## src/rtl/bb_traverser.sv

```systemverilog
// Bounding-box pixel sequencer: walks [left,right) x [top,bottom) one pixel per cycle.
// Define BB_TRAVERSER_SERPENTINE_EN for alternating row direction; default is raster order.
module bb_traverser #(
    parameter int COORD_W = 32,
    parameter int CNT_W   = 32
) (
    input  logic               clk,
    input  logic               rst,
    input  logic               bb_valid,
    output logic               bb_ready,
    input  logic [COORD_W-1:0] bb_left,
    input  logic [COORD_W-1:0] bb_right,
    input  logic [COORD_W-1:0] bb_top,
    input  logic [COORD_W-1:0] bb_bottom,
    output logic               pix_valid,
    input  logic               pix_ready,
    output logic [COORD_W-1:0] pix_x,
    output logic [COORD_W-1:0] pix_y,
    output logic               pix_last,
    output logic               tri_done,
    output logic [CNT_W-1:0]   pix_count,
    output logic               busy
);

    localparam logic [1:0] ST_IDLE = 2'd0;
    localparam logic [1:0] ST_SCAN = 2'd1;
    localparam logic [1:0] ST_DONE = 2'd2;

    localparam logic [COORD_W:0]   ONE_W = {{COORD_W{1'b0}}, 1'b1};
    localparam logic [CNT_W-1:0]   ONE_N = {{(CNT_W-1){1'b0}}, 1'b1};

    logic [1:0]         state_q, state_d;
    logic [COORD_W-1:0] left_q, left_d;
    logic [COORD_W-1:0] right_q, right_d;
    logic [COORD_W-1:0] bottom_q, bottom_d;
    logic [COORD_W-1:0] pix_x_q, pix_x_d;
    logic [COORD_W-1:0] pix_y_q, pix_y_d;
    logic               pix_valid_q, pix_valid_d;
    logic               pix_last_q, pix_last_d;
    logic               tri_done_q, tri_done_d;
    logic [CNT_W-1:0]   pix_count_q, pix_count_d;
    logic               busy_q, busy_d;
`ifdef BB_TRAVERSER_SERPENTINE_EN
    localparam logic [COORD_W-1:0] ONE_C = {{(COORD_W-1){1'b0}}, 1'b1};
    logic               dir_q, dir_d;
`endif

    // Next-pixel coordinates, all increments carried at COORD_W+1 bits so max bounds never wrap
    logic [COORD_W:0]   x_inc;
    logic [COORD_W:0]   y_inc;
    logic [COORD_W-1:0] nx;
    logic [COORD_W-1:0] ny;
    logic               nlast;

    always_comb begin
        x_inc = {1'b0, pix_x_q} + ONE_W;
        y_inc = {1'b0, pix_y_q} + ONE_W;
        nx    = pix_x_q;
        ny    = pix_y_q;
`ifdef BB_TRAVERSER_SERPENTINE_EN
        dir_d = dir_q;
        if (!dir_q) begin
            if (x_inc < {1'b0, right_q}) begin
                nx = x_inc[COORD_W-1:0];
            end else begin
                ny    = y_inc[COORD_W-1:0];
                dir_d = 1'b1;
            end
        end else begin
            if (pix_x_q > left_q) begin
                nx = pix_x_q - ONE_C;
            end else begin
                ny    = y_inc[COORD_W-1:0];
                dir_d = 1'b0;
            end
        end
        // Final row ends at right-1 when scanned forward, at left when scanned backward
        nlast = (({1'b0, ny} + ONE_W) == {1'b0, bottom_q}) &&
                (dir_d ? (nx == left_q) : (({1'b0, nx} + ONE_W) == {1'b0, right_q}));
`else
        if (x_inc < {1'b0, right_q}) begin
            nx = x_inc[COORD_W-1:0];
        end else begin
            nx = left_q;
            ny = y_inc[COORD_W-1:0];
        end
        nlast = (({1'b0, ny} + ONE_W) == {1'b0, bottom_q}) &&
                (({1'b0, nx} + ONE_W) == {1'b0, right_q});
`endif
    end

    always_comb begin
        state_d     = state_q;
        left_d      = left_q;
        right_d     = right_q;
        bottom_d    = bottom_q;
        pix_x_d     = pix_x_q;
        pix_y_d     = pix_y_q;
        pix_valid_d = pix_valid_q;
        pix_last_d  = pix_last_q;
        pix_count_d = pix_count_q;
        case (state_q)
            ST_IDLE: begin
                if (bb_valid) begin
                    left_d      = bb_left;
                    right_d     = bb_right;
                    bottom_d    = bb_bottom;
                    pix_count_d = '0;
                    if ((bb_left < bb_right) && (bb_top < bb_bottom)) begin
                        state_d     = ST_SCAN;
                        pix_x_d     = bb_left;
                        pix_y_d     = bb_top;
                        pix_valid_d = 1'b1;
                        pix_last_d  = (({1'b0, bb_left} + ONE_W) == {1'b0, bb_right}) &&
                                      (({1'b0, bb_top} + ONE_W) == {1'b0, bb_bottom});
                    end else begin
                        state_d = ST_DONE;
                    end
                end
            end
            ST_SCAN: begin
                if (pix_valid_q && pix_ready) begin
                    pix_count_d = pix_count_q + ONE_N;
                    if (pix_last_q) begin
                        state_d     = ST_DONE;
                        pix_valid_d = 1'b0;
                        pix_last_d  = 1'b0;
                    end else begin
                        pix_x_d    = nx;
                        pix_y_d    = ny;
                        pix_last_d = nlast;
                    end
                end
            end
            default: state_d = ST_IDLE;
        endcase
        tri_done_d = (state_d == ST_DONE);
        busy_d     = (state_d != ST_IDLE);
    end

`ifdef BB_TRAVERSER_SERPENTINE_EN
    always_ff @(posedge clk or posedge rst) begin
        if (rst) begin
            dir_q <= 1'b0;
        end else if (state_q == ST_IDLE) begin
            dir_q <= 1'b0;
        end else if (state_q == ST_SCAN && pix_valid_q && pix_ready && !pix_last_q) begin
            dir_q <= dir_d;
        end
    end
`endif

    always_ff @(posedge clk or posedge rst) begin
        if (rst) begin
            state_q     <= ST_IDLE;
            left_q      <= '0;
            right_q     <= '0;
            bottom_q    <= '0;
            pix_x_q     <= '0;
            pix_y_q     <= '0;
            pix_valid_q <= 1'b0;
            pix_last_q  <= 1'b0;
            tri_done_q  <= 1'b0;
            pix_count_q <= '0;
            busy_q      <= 1'b0;
        end else begin
            state_q     <= state_d;
            left_q      <= left_d;
            right_q     <= right_d;
            bottom_q    <= bottom_d;
            pix_x_q     <= pix_x_d;
            pix_y_q     <= pix_y_d;
            pix_valid_q <= pix_valid_d;
            pix_last_q  <= pix_last_d;
            tri_done_q  <= tri_done_d;
            pix_count_q <= pix_count_d;
            busy_q      <= busy_d;
        end
    end

    assign bb_ready  = (state_q == ST_IDLE);
    assign pix_valid = pix_valid_q;
    assign pix_x     = pix_x_q;
    assign pix_y     = pix_y_q;
    assign pix_last  = pix_last_q;
    assign tri_done  = tri_done_q;
    assign pix_count = pix_count_q;
    assign busy      = busy_q;

endmodule

```

## config.mk

```make
export PLATFORM = sky130hd
export DESIGN_NAME = bb_traverser
export DESIGN_NICKNAME = d
export VERILOG_FILES = /design/src/rtl/bb_traverser.sv
export SDC_FILE = /design/constraint.sdc
export NUM_CORES = 1
export LEC_CHECK = 0
export CAP_MARGIN = 15
export CELL_PAD_IN_SITES_DETAIL_PLACEMENT = 0
export CELL_PAD_IN_SITES_GLOBAL_PLACEMENT = 1
export CORE_ASPECT_RATIO = 0.8
export CORE_UTILIZATION = 40
export CTS_BUF_LIST = sky130_fd_sc_hd__clkbuf_2
export DETAILED_ROUTE_END_ITERATION = 10
export GPL_TIMING_DRIVEN = 0
export PLACE_DENSITY = 0.78
export REMOVE_ABC_BUFFERS = 1
export SYNTH_ARGS = -nofsm -noshare
export SYNTH_HDL_FRONTEND = slang
export SYNTH_SLANG_ARGS = --single-unit
```

## constraint.sdc

```tcl
create_clock -name clk -period 7.3 [get_ports clk]
set_clock_uncertainty 0.2 [all_clocks]
set_input_delay 1.095 -clock clk [delete_from_list [all_inputs] [get_ports clk]]
set_output_delay 1.095 -clock clk [all_outputs]
set_load 0.02 [all_outputs]
```

==> impl_metrics.json <==
{
  "outcome": "finished clean",
  "antenna_left": 0,
  "finalNonFillerCells": 3133,
  "slowest_stage": "o21ai_0",
  "finalMaxSlewViolations": 0,
  "cap_violations": 0,
  "fp.dieArea_sq_um": 46330,
  "crit_top_cell": "or4_1",
  "vias": 18400,
  "synth_top_cells_by_area": "dfrtp_1 27%, xnor2_1 8.9%, nand2_1 7.1%",
  "layout-drive-gt1-share_pct": 5.267,
  "grt_pass1_wl_mm": 102.8,
  "die_h_um": 192.7,
  "post-route-util_pct": 47.97,
  "start_util_pct": 40.75,
  "synth_simple_gate_area_share_pct": 26.57,
  "rows": 69,
  "synth_compound_area_share_pct": 18.03,
  "yosysTopAreaCellShare_pct": 27.24,
  "period_minus_slack_ns": 7.123,
  "start_kind": "flip-flop",
  "clockBufferDepth": 2,
  "h-tree-depth": 4,
  "grt_setup_unrepaired": "false",
  "dpl.hpwl_mm": 52.24,
  "wire_per_inst_um": 22.13,
  "dieWidth_um": 240.4,
  "synth_ff_type": "dfrtp_1",
  "critPathMaxFanout": 17,
  "drt-total-wl_mm": 69.33,
  "cts_buffers": 17,
  "synth_top_family_by_area": "simple AND/OR/NAND/NOR gates",
  "grt-ovfl-total": 0,
  "setup_viol": 0,
  "syn_area_sq_um": 18190,
  "track_usage_pct": 29.56,
  "vias_per_cell": 5.874,
  "arrival_ns": 7.86,
  "slew_headroom_pct": 13.15,
  "path_cells": "ha_1 -> nand3_4 -> or4_4 -> nor2_1 -> nand2_1 -> xnor2_2 -> ha_1 -> nand4_1 -> nand4bb_1 -> or4_1 -> o22ai_4 -> buf_8 -> nor2_4 -> buf_4 -> o21ai_0 -> nor2_1 -> nor4_2 -> o2111ai_1 -> or4_1 -> or4_1 -> o21ai_1",
  "nets": 2746,
  "avgSynthCellArea_sq_um": 7.675,
  "cts_tree": "built",
  "synth-adder-area-share_pct": 6.879,
  "end_kind": "flip-flop",
  "pin_count": 233,
  "hold_viol": 0,
  "synth-xor-area-share_pct": 12.93,
  "grt_max_degree": 117,
  "timing.fmax_ghz": 0.1404,
  "detail_route.drc_violations": 0,
  "place.port_buffers": 232,
  "clock-sinks": 198,
  "tightest_slew_ns": 1.295,
  "hold_path.class": "flip-flop to flip-flop",
  "power.density_nw_per_um2": 92.98,
  "dp.cells": 3088,
  "first_pass_iters": 6,
  "core_area_sq_um": 44630,
  "fill_cells": 4409,
  "clkTransAtPathRegs_ns": 0.30,
  "ys_seq_area_share_pct": 27.24,
  "stdcell_area_sq_um": 21410,
  "p_leak_nw": 9.014,
  "initialDrtViolationCount": 2190,
  "grt_pass1_vias": 16740,
  "cts_root_buf": "clkbuf_2",
  "synth_edf_count": 0,
  "gp_congestion": 0.9387,
  "seqCellArea_sq_um": 4966,
  "ir_worst_vdd_mv": 0.07966,
  "required_ns": 8.04,
  "period_share_pct": 97.57,
  "multiInputGateArea_sq_um": 12350,
  "yosys_warnings": 0,
  "path_class": "flip-flop to flip-flop",
  "ctsHoldBuffers": 0,
  "power_mw": 1.991,
  "synth-seq-cells": 198,
  "synth_top_cell_by_area": "dfrtp_1",
  "clk_latency_ns": 0.97,
  "hold_ws_ns": 0.3443,
  "fin_ws_ns": 0.1772,
  "synth-async-reset-ratio_pct": 100.0,
  "syn2layout_area_growth_pct": 17.73,
  "finalSetupTns_ns": 0,
  "cp_slowest_stage_delay_ns": 0.57,
  "synth_mux_area_share_pct": 2.153,
  "antenna_found_initial": 2,
  "synth.distinct_cells": 103,
  "dpl-instance-area_sq_um": 20970,
  "netlist_instances": 2370,
  "dp_slack_ns": -1.259
}
[cell families (layout without fill, tap and decap cells)]
logic type	count (synthesis)	count (layout)
and+or+nand+nor	979	982
other	0	5
muxes	37	37
DFF	198	198
buffers and inverters	264	416
adders and majority gates	100	100
xor gates and xnor gates	266	266
AOI/OAI and AO/OA	526	526
[state kept, by name, indices dropped and copies added, names as in the netlist]
| name | flops |
|---|---|
| bottom_q | 32 |
| left_q | 32 |
| pix_count | 32 |
| pix_x | 32 |
| pix_y | 32 |
| right_q | 32 |
| state_q | 2 |
| busy | 1 |
| pix_last | 1 |
| pix_valid | 1 |
| tri_done | 1 |
[worst paths after layout]
check	start	end	slack, ns	cells after the start
max	pix_x[0]	pix_last	0.18	21
min	left_q[31]	left_q[31]	0.34	2
max reg2reg	pix_x[0]	pix_last	0.18	21
min reg2reg	left_q[31]	left_q[31]	0.34	2
max in group asynchronous	rst	pix_x[26]	5.44	3
min in group asynchronous	rst	pix_x[7]	0.36	2
[per-layer routing]
layer / share of wire (%) / track usage (%)
met1: 48 / 44.29
met3: 8.9 / 6.365
met5: 0 / 0
met4: 1.2 / 5.439
met2: 42 / 43.22
[Yosys cell counts, types with 6 or more instances]
library cell  instances
a31oi_1              33
mux2i_1              31
nor3b_1              10
nand2_1             343
o2111ai_1             6
nand2b_1              7
nand4_1              69
o31ai_1              10
nor3_1               48
nor2b_1              18
a211oi_1             32
a21o_1               15
buf_6                 7
a2bb2oi_1            12
nor4_1               26
o22ai_1              24
xor2_1               79
nand3_1             118
o21a_1               10
buf_1                11
and4_1               22
nand3b_1             10
o211ai_1             18
o21ai_0             174
buf_4                 6
xnor2_1             185
a32oi_1               6
clkbuf_1             84
and2_1               12
or3_1                11
dfrtp_1             198
inv_1               134
ha_1                100
buf_2                17
o22a_1                8
nor2_1              192
o21ai_1               6
a21oi_1             122
or4_1                 7
and3_1               38
[worst max-delay path, delay by kind of cell (launching register included)]
kind	cells	cell delay, ns
and+or+nand+nor	12	3.91
buffers and inverters	2	0.44
xor gates and xnor gates	1	0.21
DFF	1	0.46
adders and majority gates	2	0.68
AOI/OAI and AO/OA	4	1.19
[final cells by class]
type                            instances  area share, %
Timing Repair Buffer                  252          12.24
Tap cell                              603          3.523
Clock inverter                         11         0.4850
Antenna cell                            5        0.05843
Clock buffer                           19         0.4441
Multi-Input combinational cell       1911          57.68
Sequential cell                       198          23.19
Inverter                              134          2.384
[power breakdown]
part / switching, mW / internal (mW)
clock: 0.435 / 0.126
sequential: 0 / 1.10
combinational: 0.188 / 0.143
[what timing repair did]
action / CTS / global route
resized for setup: 14 / 16
cloned: 1 / 2
endpoints found under the setup margin: 1 / 1
pin swaps: 2 / 5
setup buffers: 3 / 4
[cell usage in the layout (no fill, tap or decap), types with 7 or more instances in the layout]
cell type,n
nor3_1,47
a21o_1,14
nor4_1,22
inv_1,133
o31ai_1,10
nand3_1,116
ha_1,100
xor2_1,79
and4_1,22
a31oi_1,33
o211ai_1,18
or4_1,7
o22ai_1,23
and2_1,11
nand4_1,69
nand2_1,342
a2bb2oi_1,12
buf_4,9
nor2b_1,17
o21ai_1,7
a211oi_1,32
o21ai_0,173
clkdlybuf4s50_1,232
and3_1,38
nor3b_1,9
a21oi_1,121
nand3b_1,10
clkbuf_2,19
or3_1,11
dfrtp_2,9
dfrtp_1,189
mux2i_1,31
o21a_1,10
nor2_1,192
o22a_1,7
xnor2_1,181
No activity file was read; power rests on OpenSTA's default activity.
